**src/rtl/apb_rx_deser.sv**
```systemverilog
// apb_rx_deser: clocked UART RX deserialiser, majority-vote sampling.
// Optional parity stage compiled in with APB_RX_PARITY_EN.
module apb_rx_deser #(
  parameter int DATA_W = 8,
  parameter int OVS    = 16,
  parameter int DIV_W  = 16
) (
  input  logic             clk,
  input  logic             rstn,
  input  logic             sel,
  input  logic             rx_en,
  input  logic             rx_in,
  input  logic [DIV_W-1:0] baud_div,
  input  logic             stop2,
  input  logic             par_odd,
  input  logic             rx_ready,
  output logic [31:0]      rx_data,
  output logic             rx_valid,
  output logic             frame_err,
  output logic             par_err,
  output logic             overrun,
  output logic             busy,
  output logic [9:0]       bit_cnto
);

  localparam int TW = $clog2(OVS) + 1;
  localparam logic [TW-1:0] IDX_A = TW'(OVS / 2 - 1);
  localparam logic [TW-1:0] IDX_B = TW'(OVS / 2);
  localparam logic [TW-1:0] IDX_C = TW'(OVS / 2 + 1);
  localparam logic [TW-1:0] IDX_E = TW'(OVS);
  localparam logic [9:0]    BC_LAST = 10'(DATA_W);

  typedef enum logic [2:0] {
    S_IDLE,
    S_START,
    S_DATA,
`ifdef APB_RX_PARITY_EN
    S_PAR,
`endif
    S_STOP1,
    S_STOP2
  } state_t;

  state_t state_q;

  logic              sync1_q;
  logic              sync2_q;
  logic [DIV_W-1:0]  div_q;
  logic [TW-1:0]     tc_q;
  logic [1:0]        smp_q;
  logic [9:0]        bcnt_q;
  logic [DATA_W-1:0] sh_q;
  logic              ferr_q;
  logic [DATA_W-1:0] data_q;
  logic              valid_q;
  logic              ferr_o_q;
  logic              perr_o_q;
  logic              ovr_q;

  logic          rxs;
  logic          en;
  logic          tick;
  logic [TW-1:0] nidx;
  logic          vote;
  logic          vote_at;
  logic          cell_end;
  logic          done;
  logic          fin_ferr;
  logic          fin_perr;

  assign rxs      = sync2_q;
  assign en       = sel & rx_en;
  assign tick     = (state_q != S_IDLE) && (div_q == '0);
  assign nidx     = tc_q + TW'(1);
  assign vote     = (smp_q[0] & smp_q[1]) |
                    (smp_q[0] & rxs) |
                    (smp_q[1] & rxs);
  assign vote_at  = tick && (nidx == IDX_C);
  assign cell_end = tick && (nidx == IDX_E);

  // a frame completes on the final stop-bit vote
  assign done = en && vote_at &&
                ((state_q == S_STOP1 && !stop2) ||
                 (state_q == S_STOP2));

  assign fin_ferr = (state_q == S_STOP2) ? (ferr_q | ~vote) : ~vote;

`ifdef APB_RX_PARITY_EN
  logic pbit_q;
  assign fin_perr = ((^sh_q) ^ pbit_q) != par_odd;
`else
  logic unused_par;
  assign unused_par = par_odd;
  assign fin_perr   = 1'b0;
`endif

  // two-flop synchroniser, idles high
  always_ff @(posedge clk or negedge rstn) begin
    if (!rstn) begin
      sync1_q <= 1'b1;
      sync2_q <= 1'b1;
    end else begin
      sync1_q <= rx_in;
      sync2_q <= sync1_q;
    end
  end

  // oversample tick divider, parked at reload while idle
  always_ff @(posedge clk or negedge rstn) begin
    if (!rstn) begin
      div_q <= '0;
    end else if (!en || state_q == S_IDLE) begin
      div_q <= baud_div;
    end else if (div_q == '0) begin
      div_q <= baud_div;
    end else begin
      div_q <= div_q - DIV_W'(1);
    end
  end

  // frame sequencer: bit-cell timing, votes and shift register
  always_ff @(posedge clk or negedge rstn) begin
    if (!rstn) begin
      state_q <= S_IDLE;
      tc_q    <= '0;
      smp_q   <= '0;
      bcnt_q  <= '0;
      sh_q    <= '0;
      ferr_q  <= 1'b0;
`ifdef APB_RX_PARITY_EN
      pbit_q  <= 1'b0;
`endif
    end else if (!en) begin
      state_q <= S_IDLE;
      tc_q    <= '0;
      bcnt_q  <= '0;
      sh_q    <= '0;
      ferr_q  <= 1'b0;
    end else if (state_q == S_IDLE) begin
      tc_q    <= '0;
      bcnt_q  <= '0;
      sh_q    <= '0;
      ferr_q  <= 1'b0;
      if (!rxs) begin
        state_q <= S_START;
      end
    end else if (tick) begin
      tc_q <= cell_end ? '0 : nidx;
      if (nidx == IDX_A) begin
        smp_q[0] <= rxs;
      end
      if (nidx == IDX_B) begin
        smp_q[1] <= rxs;
      end
      unique case (state_q)
        S_START: begin
          if (vote_at && vote) begin
            state_q <= S_IDLE;
          end else if (cell_end) begin
            state_q <= S_DATA;
            bcnt_q  <= 10'd1;
          end
        end
        S_DATA: begin
          if (vote_at) begin
            sh_q <= {vote, sh_q[DATA_W-1:1]};
          end
          if (cell_end) begin
            bcnt_q <= bcnt_q + 10'd1;
            if (bcnt_q == BC_LAST) begin
`ifdef APB_RX_PARITY_EN
              state_q <= S_PAR;
`else
              state_q <= S_STOP1;
`endif
            end
          end
        end
`ifdef APB_RX_PARITY_EN
        S_PAR: begin
          if (vote_at) begin
            pbit_q <= vote;
          end
          if (cell_end) begin
            bcnt_q  <= bcnt_q + 10'd1;
            state_q <= S_STOP1;
          end
        end
`endif
        S_STOP1: begin
          if (vote_at) begin
            ferr_q <= ~vote;
            if (!stop2) begin
              state_q <= S_IDLE;
              bcnt_q  <= '0;
            end
          end else if (cell_end) begin
            state_q <= S_STOP2;
            bcnt_q  <= bcnt_q + 10'd1;
          end
        end
        S_STOP2: begin
          if (vote_at) begin
            state_q <= S_IDLE;
            bcnt_q  <= '0;
          end
        end
        default: begin
          state_q <= S_IDLE;
        end
      endcase
    end
  end

  // output holding register and handshake
  always_ff @(posedge clk or negedge rstn) begin
    if (!rstn) begin
      data_q   <= '0;
      valid_q  <= 1'b0;
      ferr_o_q <= 1'b0;
      perr_o_q <= 1'b0;
      ovr_q    <= 1'b0;
    end else begin
      ovr_q <= 1'b0;
      if (done && (!valid_q || rx_ready)) begin
        data_q   <= sh_q;
        ferr_o_q <= fin_ferr;
        perr_o_q <= fin_perr;
        valid_q  <= 1'b1;
      end else if (done) begin
        ovr_q <= 1'b1;
      end else if (valid_q && rx_ready) begin
        valid_q <= 1'b0;
      end
    end
  end

  assign rx_data   = {{(32 - DATA_W){1'b0}}, data_q};
  assign rx_valid  = valid_q;
  assign frame_err = ferr_o_q;
  assign par_err   = perr_o_q;
  assign overrun   = ovr_q;
  assign busy      = (state_q != S_IDLE);
  assign bit_cnto  = bcnt_q;

endmodule
```
**config.mk**
```make
export PLATFORM = sky130hd
export DESIGN_NAME = apb_rx_deser
export DESIGN_NICKNAME = d
export VERILOG_FILES = /design/src/rtl/apb_rx_deser.sv
export SDC_FILE = /design/constraint.sdc
export NUM_CORES = 1
export LEC_CHECK = 0
export BUFFER_PORTS_ARGS = -buffer_cell sky130_fd_sc_hd__buf_2
export CAP_MARGIN = 30
export CORE_UTILIZATION = 52
export CTS_BUF_LIST = sky130_fd_sc_hd__clkbuf_2 sky130_fd_sc_hd__clkbuf_4 sky130_fd_sc_hd__clkbuf_8
export DETAILED_ROUTE_END_ITERATION = 10
export MAX_ROUTING_LAYER = met4
export PLACE_DENSITY = 0.79
export SLEW_MARGIN = 15
export SYNTH_ARGS = -nofsm -noshare
export SYNTH_HDL_FRONTEND = slang
export SYNTH_SLANG_ARGS = --single-unit
```
**constraint.sdc**
```tcl
create_clock -name clk -period 2.35 [get_ports clk]
set_input_delay 0.3525 -clock clk [delete_from_list [all_inputs] [get_ports clk]]
set_output_delay 0.3525 -clock clk [all_outputs]
set_load 0.05 [all_outputs]
```
# Word-level counts from Yosys, hierarchy flattened
# Index checks and enable logic that the tools add are counted.
word_totals:
  ff_bits: 58
  input_bits: 24
  output_inout_bits: 47
  elab_cells: 121
op_classes:
  n_addsub: 3
  eq_ne: 24
  muxes: 45
  bitwise: 9
  reduce_logical: 26
ops:
  columns: ["operator", "n"]
  rows:
  - ["2-to-1 mux 10 bit", 9]
  - ["2-to-1 mux 8 bit", 5]
  - ["case mux 10 bit (4 select lines)", 1]
  - ["2-to-1 mux 3 bit", 12]
  - ["2-to-1 mux 16 bit", 2]
  - ["2-to-1 mux 5 bit", 4]
  - ["zero test 16 bit", 1]
  - ["inequality test 4 bit, second input constant", 4]
  - ["subtractor 16 x 1 -> 16 bit, second input constant", 1]
  - ["inequality test 3 x 1 -> 1 bit, second input constant", 4]
  - ["case mux 3 bit (4 select lines)", 1]
  - ["2-to-1 mux 1 bit", 11]
  - ["adder 10 x 1 -> 10 bit, second input constant", 1]
  - ["== test 10 x 4 -> 1 bit, second input constant", 1]
  - ["== test 5 x 4 -> 1 bit, second input constant", 2]
  - ["inequality test 5 x 4 -> 1 bit, second input constant", 2]
  - ["logical AND 1 bit", 9]
  - ["AND reduction 4 bit", 2]
  - ["AND reduction 8 bit", 1]
  - ["== test 3 x 2 -> 1 bit, second input constant", 2]
  - ["inequality test 6 x 1 -> 1 bit, second input constant", 1]
  - ["AND reduction 3 bit", 2]
  - ["AND reduction 6 bit", 1]
  - ["adder 5 x 1 -> 5 bit, second input constant", 1]
  - ["17 further kinds", 27]

# Logic depth before layout (Yosys ltp)
logic_depth:
  depth_word: 9
  mapped_depth: 10
  mapped_depth_nobuf: 9

# Least setup slack after synthesis
# Ideal clock, no wire load.
synth_path:
  path_kind: "register to register"
  startpoint: "register div_q[9]"
  endpoint: "register data_q[0]"
  setup_ns: 0.125
  arrival_time_ns: 2.416
  required_time_ns: 2.225
  slack_ns: -0.191
  path_stages_with_launch: 8
  synth_period_minus_slack_ns: 2.541
  cell_sequence: "dfrtp_1 -> or4_4 -> or4_4 -> nor2_8 -> and3_1 -> and3_4 -> buf_12 -> mux2_4"
synth_between:
  elab_chain_len: 6
synth_rtl:
  columns: ["item", "line", "source"]
  rows:
  - ["from (decl)", "48", "logic [DIV_W-1:0] div_q;"]
  - ["from (signal assigned)", "113", "div_q <= baud_div;"]
  - ["from (signal assigned)", "115", "div_q <= baud_div;"]
  - ["from (signal assigned)", "117", "div_q <= div_q - DIV_W'(1);"]
  - ["zero test 16 bit", "73", "assign tick = (state_q != S_IDLE) && (div_q == '0);"]
  - ["logical AND 1 bit", "73", null]
  - ["logical AND 1 bit", "78", "assign vote_at = tick && (nidx == IDX_C);"]
  - ["logical AND 1 bit (2 in series)", "82", "assign done = en && vote_at &&"]
  - ["logical AND 1 bit", "225", "if (done && (!valid_q || rx_ready)) begin"]
  - ["to (signal assigned)", "226", "data_q <= sh_q;"]
  - ["to (decl)", "54", "logic [DATA_W-1:0] data_q;"]
# No other way between the ends.
# A chain may end at the register's enable or synchronous reset.

# Worst setup path after layout
layout_path:
  startpoint: "register tc_q[1]"
  endpoint: "register bcnt_q[8], in the netlist bit_cnto[8]"
layout_between:
  elab_chain_len: 9
layout_rtl:
  columns: ["item", "line", "source"]
  rows:
  - ["from (decl)", "49", "logic [TW-1:0] tc_q;"]
  - ["from (signal assigned)", "148", "tc_q <= cell_end ? '0 : nidx;"]
  - ["adder 5 x 1 -> 5 bit *", "74", "assign nidx = tc_q + TW'(1);"]
  - ["== test 5 bit", "79", "assign cell_end = tick && (nidx == IDX_E);"]
  - ["logical AND 1 bit", "79", null]
  - ["2-to-1 mux 10 bit", null, null]
  - ["2-to-1 mux 10 bit", "191", "if (vote_at) begin"]
  - ["case mux 10 bit (4 select lines)", "155", "unique case (state_q)"]
  - ["2-to-1 mux 10 bit", "147", "end else if (tick) begin"]
  - ["2-to-1 mux 10 bit", "139", "end else if (state_q == S_IDLE) begin"]
  - ["2-to-1 mux 10 bit", "133", "end else if (!en) begin"]
  - ["to (signal assigned)", "169", "bcnt_q <= bcnt_q + 10'd1;"]
  - ["to (signal assigned)", "199", "bcnt_q <= bcnt_q + 10'd1;"]
  - ["to (decl)", "51", "logic [9:0] bcnt_q;"]
# Every way passes the cells marked *; elsewhere a longest branch is shown, timed or not. The select of a mux whose other input is x is not followed.

==> results.cfg <==
[status]
status = finished, violations left
violations = design-rule violations, negative setup slack

[yosys]
synth.distinct_cells = 66
synth_area_mm2 = 0.003538
syn-instance-count = 381
synth_common_cells = dfrtp_1, nand2_1, buf_4, o21ai_0, nand3_1
ys_warn_count = 0
ys_seq_area_frac = 0.4109
yosysTopAreaCellShare = 0.3960
ys_async_sr_fraction = 1.000
synth_ff_type = dfrtp_1
yosys.area.top_type = dfrtp_1
yosysMostFrequentCell = dfrtp_1
syn_avg_cell_area_um2 = 9.287
yosys-top-cells-area = dfrtp_1, buf_4, nand2_1, o21ai_0, nand3_1
synth-edff-count = 0
synth-seq-cells = 58

[timing]
slew_headroom = 0.5953
period_needed_ns = 2.553
rsz0062_at_grt = yes
clock_skew_ns = 0.01119
final.setup.worst_slack_ns = -0.2031
finalCritPeriodShare = 1.086
setup_viol = 29
whs_ns = 0.002564
finalHoldViolCount = 0
clock.fmax_mhz = 391.7
tightest_slew_ns = 0.6071
final_max_slew_viol_count = 0

[clock_network]
cts_sinks = 58
clk_pin_slew_ns = 0.08
htreeDepth = 3
clock-root-buffer = clkbuf_8
clock_tree.buffer_depth = 2
clkLatencyLatePin_ns = 0.35
cts_tree = yes
cts_inserted_buffers = 9

[place]
dp_cells = 523
place.gp.congestion = 0.9291
port_buffers = 44
hpwl_mm = 5.651

[global_route]
grt_pass1_vias = 2907
overflow = 0
grt.total_usage = 0.2429
grt_start_max_net_pins = 34
grt_pass1_wl_mm = 13.12
antenna_found_initial = 0

[worst_setup_path]
required_ns = 2.56
cp.arrival_ns = 2.77
setup.worst_path.class = reg2reg
crit_path_max_fanout = 8
cp-end-kind = flip-flop
crit_path_start_kind = flip-flop

[cells_and_area]
layout.nets = 496
layout-drive-gt1-share = 0.3326
area_growth_pct = 26.52
diodes = 0
final-instance-count-excl-fill = 546
fill_cells = 509

[detailed_routing]
antenna_left = 0
dr.pass1.iters = 7
drt_wl_total_mm = 8.261
routed_via_density = 5.654
routed-via-count = 3087
drc = 6
route.met3.wl_um = 373
detail_route.wl_per_cell_um = 15.13
routed.top_layer = met4
m1WireLength_mm = 3.428
dr_wl_met2_mm = 4.181
drt_iter0_markers = 270

[pwr]
ir_drop_mv = 0.3911
power_mw = 2.394
power_density_mw_per_mm2 = 534.8
leakagePower_nw = 2.089

[floorplanning]
rows = 29
dieWidth_um = 84.49
design.die.area_mm2 = 0.007139
start_util = 0.5478
die_height_um = 84.49
core_area_mm2 = 0.006459
io_pins = 71

[worst_hold_path]
hp-class = in2async

[flow_run]
cap_violations = 0
## final timing paths
path / cells past startpoint / endpoint / slack, ns / startpoint
max reg2reg: 8 / bit_cnto[8] / -0.20 / tc_q[1]
min: 1 / data_q[5] / 0.003 / rstn
min reg2reg: 0 / rxs / 0.36 / sync1_q
max in group asynchronous: 2 / sync1_q / 1.69 / rstn
max: 8 / bit_cnto[8] / -0.20 / tc_q[1]
min in group clk: 1 / sync1_q / 0.10 / rx_in
## worst max-delay path, stage by stage (launching register included)
cell	delay [ns]
dfrtp_1	0.38
buf_4	0.16
a31o_2	0.24
a21oi_1	0.28
nand3_1	0.23
buf_4	0.22
or3_1	0.40
o21ai_0	0.37
a31oi_4	0.14
## registers in the layout (all words and copies together), names as in the netlist
register   cells
bit_cnto      10
data_q         8
div_q         16
ferr_q         1
frame_err      1
overrun        1
rx_valid       1
rxs            1
sh_q           8
smp_q          2
state_q        3
sync1_q        1
tc_q           5
## layout make-up
cell class,instances,area [µm²],share of cell area
Inverter,14,52.55,0.01174
Clock inverter,7,102.6,0.02292
Sequential cell,58,1454,0.3248
Clock buffer,9,123.9,0.02767
Multi-Input combinational cell,294,2048,0.4575
Tap cell,77,96.34,0.02152
Timing Repair Buffer,87,599.3,0.1339
## power by group
part	leakage (nW)	switching [mW]	internal, mW
clock network	0.110	0.446	0.605
registers	0.767	0.0214	1.02
logic	1.21	0.209	0.0891
## timing repair
| action | CTS | global route |
|---|---|---|
| resized for setup | 16 | 20 |
| setup endpoints to repair | 28 | 32 |
| gates cloned | 1 | 0 |
| hold buffers | 0 | 0 |
| pin swaps | 6 | 9 |
| buffers inserted | 4 | 2 |
## routing by layer
metal  track usage  vias up
met3       0.05506       32
li1              -     1472
met5             -        -
met1        0.2791     1481
met4        0.1371        0
met2        0.3925      102
## cells by family after synthesis
logic type | share of synthesized area
flops | 0.4109
xor+xnor | 0.04208
simple gates | 0.2359
compound gates | 0.1365
fa+ha+maj | 0.03112
mux | 0.05233
other cells | 0.001060
buf+inv | 0.09017
## layout by cell type (no fill, tap or decap), types with 5 or more instances in the layout
cell / count
a21oi_1: 9
a31oi_1: 7
buf_2: 44
buf_4: 35
buf_6: 5
clkbuf_8: 9
conb_1: 25
dfrtp_1: 56
ha_1: 8
inv_1: 14
mux2_4: 10
nand2_1: 43
nand3_1: 20
nand3_2: 5
nand4_1: 7
nor2_1: 23
nor3_1: 8
o21ai_0: 25
o21ai_1: 6
xnor2_1: 10
xor2_1: 7
## per-stage QoR
step	setup WS [ns]	TNS (ns)	utilization	cell area, µm²
6_report	-0.2031	-4.019	0.6931	4477
5_1_grt	-0.2802	-6.555	0.6931	4477
4_1_cts	-0.1636	-2.694	0.6732	4348
3_5_place_dp	-0.2557	-3.593	0.6197	4003
3_3_place_gp	-0.1459	-2.561	0.6197	4003
2_1_floorplan	-0.1913	-1.716	-	3638
No activity file was read; power rests on OpenSTA's default activity.
